$ cat src/rtl/riscv_pkg.sv
// Shared pipeline constants and the IF/ID payload type.
package riscv_pkg;

  localparam int unsigned XLEN = 32;
  localparam logic [XLEN-1:0] NOP_INSTR = 32'h0000_0013;
  localparam logic [XLEN-1:0] PC_STEP = 32'd4;

  typedef struct packed {
    logic [XLEN-1:0] instr;
    logic [XLEN-1:0] pc;
    logic [XLEN-1:0] pc_plus4;
    logic            valid;
  } if_id_t;

  // addi x0,x0,0 with a zeroed PC; decode treats it as a harmless no-op.
  localparam if_id_t BUBBLE = '{instr: NOP_INSTR, pc: '0, pc_plus4: '0, valid: 1'b0};

endpackage

$ cat src/rtl/if_id_reg.sv
// IF/ID pipeline register: async reset and flush load a bubble, stall holds every field.
module if_id_reg
  import riscv_pkg::*;
(
  input  logic            clk,
  input  logic            reset,
  input  logic            flush,
  input  logic            stall,
  input  logic [XLEN-1:0] instr_f,
  input  logic [XLEN-1:0] pc_f,
  input  logic [XLEN-1:0] pc_plus4_f,
  output logic [XLEN-1:0] instr_d,
  output logic [XLEN-1:0] pc_d,
  output logic [XLEN-1:0] pc_plus4_d,
  output logic            valid_d
);

  if_id_t stage_q;
  if_id_t stage_d;

  // Flush outranks stall so a killed wrong-path instruction cannot be held.
  always_comb begin
    stage_d = stage_q;
    if (flush) begin
      stage_d = BUBBLE;
    end else if (!stall) begin
      stage_d = '{instr: instr_f, pc: pc_f, pc_plus4: pc_plus4_f, valid: 1'b1};
    end
  end

  always_ff @(posedge clk or posedge reset) begin
    if (reset) begin
      stage_q <= BUBBLE;
    end else begin
      stage_q <= stage_d;
    end
  end

  assign instr_d    = stage_q.instr;
  assign pc_d       = stage_q.pc;
  assign pc_plus4_d = stage_q.pc_plus4;
  assign valid_d    = stage_q.valid;

endmodule

$ cat src/rtl/fetch_stage.sv
// Instruction fetch: PC register, next-PC selection and the IF/ID register feeding Decode.
module fetch_stage
  import riscv_pkg::*;
#(
  parameter logic [31:0] RESET_PC = 32'h0000_0000
) (
  input  logic        clk,
  input  logic        reset,
  input  logic        StallF,
  input  logic        StallD,
  input  logic        FlushD,
  input  logic        PCSrcE,
  input  logic [31:0] PCTargetE,
  input  logic [31:0] ImemRdF,
  output logic [31:0] PCF,
  output logic [31:0] InstrD,
  output logic [31:0] PCD,
  output logic [31:0] PCPlus4D,
  output logic        ValidD
);

  logic [XLEN-1:0] pc_q;
  logic [XLEN-1:0] pc_next;
  logic [XLEN-1:0] pc_plus4;
  logic            unused_tgt_lsbs;

  assign unused_tgt_lsbs = ^PCTargetE[1:0];
  assign pc_plus4 = pc_q + PC_STEP;

  // A redirect beats StallF so a taken branch is never dropped.
  always_comb begin
    pc_next = pc_plus4;
    if (PCSrcE) begin
      pc_next = {PCTargetE[31:2], 2'b00};
    end else if (StallF) begin
      pc_next = pc_q;
    end
  end

  always_ff @(posedge clk or posedge reset) begin
    if (reset) begin
      pc_q <= {RESET_PC[31:2], 2'b00};
    end else begin
      pc_q <= pc_next;
    end
  end

  assign PCF = pc_q;

  if_id_reg u_if_id_reg (
    .clk        (clk),
    .reset      (reset),
    .flush      (FlushD),
    .stall      (StallD),
    .instr_f    (ImemRdF),
    .pc_f       (pc_q),
    .pc_plus4_f (pc_plus4),
    .instr_d    (InstrD),
    .pc_d       (PCD),
    .pc_plus4_d (PCPlus4D),
    .valid_d    (ValidD)
  );

endmodule

$ cat config.mk
export PLATFORM = sky130hd
export DESIGN_NAME = fetch_stage
export DESIGN_NICKNAME = d
export VERILOG_FILES = /design/src/rtl/riscv_pkg.sv /design/src/rtl/if_id_reg.sv /design/src/rtl/fetch_stage.sv
export SDC_FILE = /design/constraint.sdc
export NUM_CORES = 1
export LEC_CHECK = 0
export CAP_MARGIN = 20
export CORE_UTILIZATION = 46
export DETAILED_ROUTE_END_ITERATION = 8
export GPL_TIMING_DRIVEN = 1
export PLACE_DENSITY = 0.91
export SETUP_SLACK_MARGIN = 0.5
export SYNTH_ARGS = -nofsm -noshare
export SYNTH_HDL_FRONTEND = slang
export SYNTH_SLANG_ARGS = --single-unit
export TNS_END_PERCENT = 50
$ cat constraint.sdc
create_clock -name clk -period 5.2 [get_ports clk]
set_input_delay 1.04 -clock clk [delete_from_list [all_inputs] [get_ports clk]]
set_output_delay 1.04 -clock clk [all_outputs]
set_load 0.02 [all_outputs]
==> results of run 1 <==
[kinds of logic (layout without fill, tap and decap cells)]
group	after synthesis	after routing	share of synthesized area, %
AND/OR/NAND/NOR	231	231	19.2
XOR/XNOR	22	22	3.19
other	1	2	0.0620
adder cells (fa/ha/maj)	1	1	0.207
AO/OA/AOI/OAI	101	101	11.2
flip-flops	124	124	51.4
multiplexers	56	56	9.27
buffers and inverters	77	242	5.52
[through the flow]
step	cell area (sq um)	power, mW	cells	hold WS [ns]
after floorplan	6050	1.39	614	0.606
after global placement	7970	1.63	923	0.501
after detailed placement	7970	1.65	923	0.510
after CTS	8470	2.67	951	0.522
after global routing	8470	2.76	951	0.538
final	8470	2.64	951	0.515
[cell usage after synthesis (4+ instances only)]
master and n:
o31ai_1 8, xnor2_1 16, or4_1 16, inv_1 15, a211o_1 5, nand4_1 14, clkbuf_1 41, a311oi_1 10
dfrtp_1 121, nand3_1 8, nor2b_1 5, a211oi_1 12, buf_4 8, a31oi_1 12, a21oi_1 10, nand2_1 38
mux2i_1 56, nor4_1 8, o21ai_0 30, buf_1 6, nor2_1 95, a2111oi_0 4, buf_2 6, or3_1 19
xor2_1 6, nor3_1 10
[final cells by class]
class,instances,area share [%]
Clock inverter,3,0.177
Clock buffer,25,5.73
Multi-Input combinational cell,413,30.8
Timing Repair Buffer,199,23.3
Sequential cell,124,36.7
Inverter,15,0.724
Tap cell,172,2.54
[worst max-delay path, cell delays in order]
cell,delay (ns)
clkdlybuf4s50_1,0.79
nand3b_1,0.33
or4_1,0.65
or4_1,0.47
a31oi_1,0.18
[report_power, final]
part	leakage [nW]	switching (mW)	internal, mW	total (mW)
Sequential	1.59	0.0837	1.04	1.12
Clock	0.249	0.384	0.632	1.02
Combinational	1.69	0.265	0.241	0.506
[routing by layer]
| metal | part of all wire, % | vias to the layer above |
|---|---|---|
| met2 | 49 | 226 |
| met4 | 2.5 | 0 |
| li1 | - | 2490 |
| met5 | 0 | - |
| met1 | 39 | 2546 |
| met3 | 8.7 | 34 |
[registers in the layout, summed over array words and instances, names as in the netlist]
register	count
u_if_id_reg.pc_plus4_d	30
PCF	30
u_if_id_reg.pc_d	31
u_if_id_reg.valid_d	1
u_if_id_reg.instr_d	32
[path summary, 6_finish.rpt]
kind / from / to / slack [ns] / cells after the start
hold reg to reg: u_if_id_reg.pc_d[2]$_DFFE_PP0P_ / u_if_id_reg.pc_d[2]$_DFFE_PP0P_ / 0.51 / 2
max in group asynchronous: reset / u_if_id_reg.pc_plus4_d[4]$_DFFE_PP0P_ / 3.05 / 3
setup / recovery: StallF / PCF[27]$_DFFE_PP0N_ / 2.06 / 5
min in group asynchronous: reset / u_if_id_reg.instr_d[6]$_DFFE_PP0P_ / 1.17 / 2
setup reg to reg: PCF[4]$_DFFE_PP0N_ / u_if_id_reg.pc_plus4_d[23]$_DFFE_PP0P_ / 2.27 / 4
hold / removal: u_if_id_reg.pc_d[2]$_DFFE_PP0P_ / u_if_id_reg.pc_d[2]$_DFFE_PP0P_ / 0.51 / 2
==> flow_summary.toml, run 1 <==
[status]
outcome = "finished clean"

[pwr]
peakVddDrop_uv = 198
p_leak_nw = 3.52
powerDensity_nw_per_um2 = 312

[clock_network]
cts_tree = "yes"
cts.repair.resized = 0
hold_buffers = 0
cts_buffer_depth = 2
clock-sinks = 124
cts-htree-levels = 4
postCtsSetupBuffers = 0
path_clk_slew_ns = 0.05
root_buffer = "clkbuf_16"
clk_latency_ns = 0.41
cts-buffers-inserted = 17

[sta]
setup_tns_ns = 0
setup_violations = 0
skew_ns = 0.00676
tightest_slew_ns = 1.04
fin_ws_ns = 2.06
slew_violations = 0
min_period_ns = 3.14
finalHoldViolations = 0
relSlewSlack_pct = 30.8
min_period_over_period_pct = 60.5
clock.fmax_mhz = 318
rsz0062_at_grt = "no"

[die]
fp-row-count = 41
start_util_pct = 47.5
dieArea_sq_um = 13600
die_h_um = 117
core_area_sq_um = 12700
die_x_um = 117
io_pins = 199

[routing]
postRouteAntennaNets = 0
wire_per_inst_um = 17.8
drt_first_pass_iters = 5
vias = 5296
routed_wl_um = 17000
via_per_inst = 5.57
drc_errors = 0
dr.first_iter.drc_count = 332

[global_routing]
grt_use_total_pct = 26.0
met1_usage_pct = 31.2
grt_pass1_vias = 5137
grt_overflow = 0
met3_usage_pct = 8.87
antenna_found_initial = 0
grt_pass1_wl_um = 26500
grt_busiest_layer = "met2"
grt_max_degree = 103
grt_util_met2_pct = 42.7

[synthesis]
syn_area_per_cell_sq_um = 9.86
yosysUniqueCellTypes = 48
synth_top_area_share_pct = 50.1
synth_warnings = 0
synthArstFlopShare_pct = 100
synthTopCellsByArea = "dfrtp_1 (50%), mux2i_1 (9.3%), nor2_1 (5.9%), clkbuf_1 (2.5%), o21ai_0 (2.5%)"
synth_seq_cells = 124
synth-edff-count = 0
yosysSeqAreaShare_pct = 51.4
yosys.area.top_type = "dfrtp_1"
syn_area_sq_um = 6050
syn_inst = 613
ys.flop_type = "dfrtp_1"

[setup_path]
path_class = "input port to register"
crit_required_ns = 5.53
cp_max_fo = 16
arrival_ns = 3.47
start_kind = "input port"
worstSetupEndpointType = "register"

[final_layout]
final_cell_mix = "clkdlybuf4s50_1 (192), dfrtp_1 (121), nor2_1 (95), mux2i_1 (56), nand2_1 (38)"
syn_to_final_growth_pct = 40.0
multi_input_area_sq_um = 2610
fin_util_pct = 66.6
final_common_cell = "clkdlybuf4s50_1"
seqCellArea_sq_um = 3110
drive_above_1_share_pct = 5.26
fillCellCount = 1041
fin_nets = 841
antenna_cells = 0

[min_path]
hold_class = "register to register"

[placement]
place_ws_ns = 1.68
gp_congestion = 0.806
portBuffers = 194
dp_hpwl_um = 11300

[flow_run]
drv_cap = 0
Note: power is estimated with default switching activity, not from simulation.
==> run 2, diff against run 1 <==
==> constraint.sdc (replaced) <==
create_clock -name clk -period 3.1 [get_ports clk]
set_input_delay 0.62 -clock clk [delete_from_list [all_inputs] [get_ports clk]]
set_output_delay 0.62 -clock clk [all_outputs]
set_load 0.02 [all_outputs]
==> run 2 against run 1 <==
Against the previous run: setup slack worse by 1.5 ns; combinational power is 75% higher; clock-buffer cell count fell by 2; sequential power increased by 67%; core utilization rose by 1.3 points; critical path depth unchanged; worst hold slack better by 0.0043 ns; sequential share of layout area down 0.72 points; clock skew decreased by 0.0017 ns; cell count rose by 2.1%; global-route usage increased by 0.15 points; via count up 3.5%; critical path type is now register to register; critical endpoint is now u_if_id_reg.pc_plus4_d[30]$_DFFE_PP0P_; largest power group unchanged.
==> flow_summary.toml, run 2 (same netlist as run 1, synthesis figures left out) <==
[pwr]
switching_share_pct = 28.4
p_switching_mw = 1.28
peakVddDrop_uv = 370
p_leak_nw = 3.62
p_int_mw = 3.23
pwr-share-clk_pct = 38.9
powerDensity_nw_per_um2 = 522
pwr-share-comb_pct = 19.6
p_seq_share_pct = 41.5

[sta]
skew_ns = 0.00504
min_period_over_period_pct = 81.0
clock.fmax_mhz = 398
min_period_ns = 2.51
finalHoldViolations = 0
setup_violations = 0
relSlewSlack_pct = 36.8
tightest_slew_ns = 0.948
rsz0062_at_grt = "yes"
setup_tns_ns = 0
slew_violations = 0

[setup_path]
arrival_ns = 2.80
start_kind = "register"
cp_max_fo = 11
crit_required_ns = 3.39
path_class = "register to register"
worstSetupEndpointType = "register"

[clock_network]
cts_buffer_depth = 2
path_clk_slew_ns = 0.05
cts-buffers-inserted = 17
clk_latency_ns = 0.42
hold_buffers = 0
cts_tree = "yes"
clock-sinks = 124
root_buffer = "clkbuf_16"
cts-htree-levels = 4

[routing]
drc_errors = 0
dr.first_iter.drc_count = 350
drt_first_pass_iters = 5
routed_wl_um = 17300
vias = 5484
postRouteAntennaNets = 0
wire_per_inst_um = 17.8
via_per_inst = 5.65

[die]
start_util_pct = 47.5
die_x_um = 117
die_h_um = 117
fp-row-count = 41
io_pins = 199
dieArea_sq_um = 13600
core_area_sq_um = 12700

[global_routing]
antenna_found_initial = 0
grt_pass1_wl_um = 26700
grt_util_met2_pct = 40.3
grt_busiest_layer = "met2"
grt_use_total_pct = 26.1
met3_usage_pct = 7.11
grt_pass1_vias = 5109
grt_overflow = 0
met1_usage_pct = 33.2
grt_max_degree = 125

[final_layout]
drive_above_1_share_pct = 8.01
final_cells = 971
antenna_cells = 0
final_common_cell = "clkdlybuf4s50_1"
fin_util_pct = 67.9
design_area_sq_um = 8640
final_cell_mix = "clkdlybuf4s50_1 (192), dfrtp_1 (121), nor2_1 (95), mux2i_1 (56), nand2_1 (38)"
syn_to_final_growth_pct = 42.9
largest_register_ff_count = 32
fin_nets = 857

[placement]
placedCellCount = 937
dpl_cell_area_sq_um = 8100
dp_hpwl_um = 11400
portBuffers = 194
gp_congestion = 0.851

[min_path]
hold_class = "register to register"

[status]
outcome = "finished clean"

[flow_run]
drv_cap = 0
-- run 2: power groups by stage --
stage	clock network, mW	logic [mW]	registers (mW)
floorplan	0	0.344	1.99
global placement	0	0.870	1.88
detailed placement	0	0.883	1.89
CTS	1.79	0.889	1.87
global route	1.86	0.950	1.89
finish	1.76	0.885	1.87
-- run 2: cell type report --
| cell class | count | area [sq um] |
|---|---|---|
| Inverter | 15 | 60.1 |
| Sequential cell | 124 | 3110 |
| Fill cell | 1006 | 4080 |
| Tap cell | 172 | 215 |
| Clock inverter | 9 | 45.0 |
| Timing Repair Buffer | 215 | 2120 |
| Multi-Input combinational cell | 413 | 2610 |
| Clock buffer | 23 | 478 |
-- run 2: metrics by stage --
stage	hold WS, ns	total power [mW]	setup WS (ns)
5_1_grt	0.551	4.70	0.484
2_1_floorplan	0.606	2.34	0.801
3_5_place_dp	0.514	2.78	0.353
4_1_cts	0.527	4.55	0.556
3_3_place_gp	0.498	2.75	0.379
6_report	0.519	4.51	0.588
-- run 2: path summary, 6_finish.rpt --
path,to,slack [ns],cells past startpoint,from
setup reg to reg,u_if_id_reg.pc_plus4_d[30]$_DFFE_PP0P_,0.59,5,PCF[3]$_DFFE_PP0N_
min in group asynchronous,u_if_id_reg.instr_d[11]$_DFFE_PP0P_,0.74,3,reset
max in group asynchronous,u_if_id_reg.pc_plus4_d[11]$_DFFE_PP0P_,1.86,3,reset
hold / removal,u_if_id_reg.pc_d[11]$_DFFE_PP0P_,0.52,2,u_if_id_reg.pc_d[11]$_DFFE_PP0P_
hold reg to reg,u_if_id_reg.pc_d[11]$_DFFE_PP0P_,0.52,2,u_if_id_reg.pc_d[11]$_DFFE_PP0P_
setup / recovery,u_if_id_reg.pc_plus4_d[30]$_DFFE_PP0P_,0.59,5,PCF[3]$_DFFE_PP0N_
-- run 2: per-layer routing --
| metal | routed length (um) | share of wire, % |
|---|---|---|
| met1 | 6970 | 40 |
| met2 | 8290 | 48 |
| met3 | 1420 | 8.2 |
| met4 | 609 | 3.5 |
| met5 | 0 | 0 |
-- run 2: critical path, stage by stage, from the launching register on --
cell and delay, ns:
dfrtp_1 0.47, ha_1 0.28, nand3_2 0.20, or4_1 0.76, o211a_1 0.29, a2111oi_1 0.37
-- run 2: repair_timing --
item | 4_1_cts | 5_1_grt
setup buffers | 0 | 2
endpoints found under the setup margin | 0 | 7
gates resized for setup | 0 | 1
==> run 3, diff against run 2 <==
--- a/config.mk
+++ b/config.mk
@@ -6,10 +6,10 @@
 export NUM_CORES = 1
 export LEC_CHECK = 0
 export CAP_MARGIN = 20
-export CORE_UTILIZATION = 46
+export CORE_UTILIZATION = 42
 export DETAILED_ROUTE_END_ITERATION = 8
 export GPL_TIMING_DRIVEN = 1
-export PLACE_DENSITY = 0.91
+export PLACE_DENSITY = 0.88
 export SETUP_SLACK_MARGIN = 0.5
 export SYNTH_ARGS = -nofsm -noshare
 export SYNTH_HDL_FRONTEND = slang
==> constraint.sdc (replaced) <==
create_clock -name clk -period 2 [get_ports clk]
set_input_delay 0.4 -clock clk [delete_from_list [all_inputs] [get_ports clk]]
set_output_delay 0.4 -clock clk [all_outputs]
set_load 0.02 [all_outputs]
==> run 3 against run 2 <==
Against the previous run: register-to-register slack worse by 0.81 ns; cell count grew 12%; highest routed layer unchanged; non-clock buffer count grew 105; sequential power up 53%; combinational power up 120%; die area up 9.4%; critical endpoint is now PCF[24]$_DFFE_PP0N_; clock skew increased by 0.011 ns; the flow now finishes with violations (setup timing); first-iteration DRC count increased by 140%.
==> flow_summary.toml, run 3 (same netlist as run 1, synthesis figures left out) <==
[status]
outcome = "complete, but fails checks"
failed_checks = "setup timing"

[sta]
setup_tns_ns = -1.56
tightest_slew_ns = 0.781
setup_violations = 20
slew_violations = 0
clock.fmax_mhz = 451
finalHoldViolations = 0
min_period_ns = 2.22
relSlewSlack_pct = 47.6
rsz0062_at_grt = "yes"
fin_ws_ns = -0.217
min_period_over_period_pct = 111
hold_slack_ns = 0.431
skew_ns = 0.0161

[setup_path]
path_class = "register to register"
start_kind = "register"
worstSetupEndpointType = "register"
crit_slowest_cell = "or3_4"
cp_max_fo = 3
critPathTopFamily = "simple AND/OR/NAND/NOR gates"
critPathBufInv = 4
cpMostUsedCell = "buf_4"
arrival_ns = 2.52
crit_required_ns = 2.30
crit_chain = "buf_4, buf_12, ha_4, buf_6, nand4b_1, or3_4, buf_4, o31ai_1, a31oi_1"
cp_slowest_stage_delay_ns = 0.44

[clock_network]
root_buffer = "clkbuf_16"
clk_latency_ns = 0.44
cts_tree = "yes"
cts-htree-levels = 4
path_clk_slew_ns = 0.07
cts_buffer_depth = 2
cts-buffers-inserted = 17
clock-sinks = 124
hold_buffers = 0

[final_layout]
fin_util_pct = 74.0
fin_nets = 963
drive_above_1_share_pct = 43.9
largest_register_ff_count = 32
multi_input_area_sq_um = 3290
syn_to_final_growth_pct = 71.2
seqCellArea_sq_um = 3130
final_cells = 1086
fillCellCount = 865
final_cell_mix = "dfrtp_1 (106), nor2_1 (92), buf_6 (85), clkdlybuf4s50_1 (64), buf_4 (63)"
final_common_cell = "dfrtp_1"
design_area_sq_um = 10400

[global_routing]
grt_max_degree = 86
grt_overflow = 0
antenna_found_initial = 0
grt_use_total_pct = 31.0
grt_pass1_wl_um = 34700
grt_pass1_vias = 6469

[placement]
portBuffers = 194
placedCellCount = 1000
dp_hpwl_um = 12800
dpl_cell_area_sq_um = 8600
gp_congestion = 0.929

[die]
dieArea_sq_um = 14900
die_h_um = 122
io_pins = 199
start_util_pct = 43.2
die_x_um = 122
fp-row-count = 43
core_area_sq_um = 14000

[routing]
dr.first_iter.drc_count = 839
drt_first_pass_iters = 6
vias = 6662
via_per_inst = 6.13
wire_per_inst_um = 23.2
drc_errors = 0
postRouteAntennaNets = 0
routed_wl_um = 25200

[pwr]
powerDensity_nw_per_um2 = 767
peakVddDrop_uv = 680
p_leak_nw = 4.61

[flow_run]
drv_cap = 0

[min_path]
hold_class = "input port to async pin"
==> run 3: metal layers <==
layer | GRT usage [%] | wire, um | vias up
met5 | 0 | 0 | -
met4 | 15.5 | 1560 | 0
met3 | 10.4 | 2910 | 157
met2 | 49.3 | 11600 | 536
met1 | 37.5 | 9070 | 3222
li1 | - | - | 2747
==> run 3: path summary, 6_finish.rpt <==
kind / from / to / slack [ns] / depth (start not counted)
worst min-delay path: reset / PCF[20]$_DFFE_PP0N_ / 0.43 / 3
worst max-delay path: PCF[3]$_DFFE_PP0N_ / PCF[24]$_DFFE_PP0N_ / -0.22 / 9
max in group asynchronous: reset / PCF[11]$_DFFE_PP0N_ / 1.15 / 3
worst max register to register: PCF[3]$_DFFE_PP0N_ / PCF[24]$_DFFE_PP0N_ / -0.22 / 9
worst min register to register: u_if_id_reg.instr_d[11]$_DFFE_PP0P_ / u_if_id_reg.instr_d[11]$_DFFE_PP0P_ / 0.52 / 2
min in group clk: FlushD / u_if_id_reg.pc_d[20]$_DFFE_PP0P_ / 0.44 / 2
==> run 3: power by group <==
group          total, mW  leakage, nW  internal (mW)  switching [mW]
sequential          2.86         1.57           2.70           0.159
combinational       1.93         2.76          0.869            1.06
clock               3.15        0.284           1.95            1.20
total               7.94         4.61           5.52            2.42
==> run 3: timing repair <==
action	in CTS	in global routing
buffers inserted	31	21
endpoints found under the hold margin	0	0
cloned	1	0
setup endpoints to repair	173	127
gates resized for setup	550	132
pin swaps	87	41
==> run 3: cell type report <==
| type | instances | area share (%) |
|---|---|---|
| Antenna cell | 1 | 0.0242 |
| Timing Repair Buffer | 320 | 29.7 |
| Clock inverter | 12 | 1.43 |
| Sequential cell | 124 | 30.2 |
| Inverter | 15 | 0.580 |
| Clock buffer | 20 | 4.22 |
| Multi-Input combinational cell | 414 | 31.7 |
| Tap cell | 180 | 2.18 |
==> run 3: stage by stage <==
| stage | worst slack [ns] | power (mW) |
|---|---|---|
| 2_1_floorplan | -0.0942 | 3.66 |
| 3_3_place_gp | -0.311 | 4.42 |
| 3_5_place_dp | -0.345 | 4.45 |
| 4_1_cts | -0.0328 | 7.68 |
| 5_1_grt | -0.208 | 8.18 |
| 6_report | -0.217 | 7.94 |
==> run 3: worst register-to-register path, stage by stage, from the launching register on <==
cell	delay, ns
dfrtp_2	0.37
buf_4	0.13
buf_12	0.10
ha_4	0.15
buf_6	0.10
nand4b_1	0.21
or3_4	0.44
buf_4	0.16
o31ai_1	0.28
a31oi_1	0.15
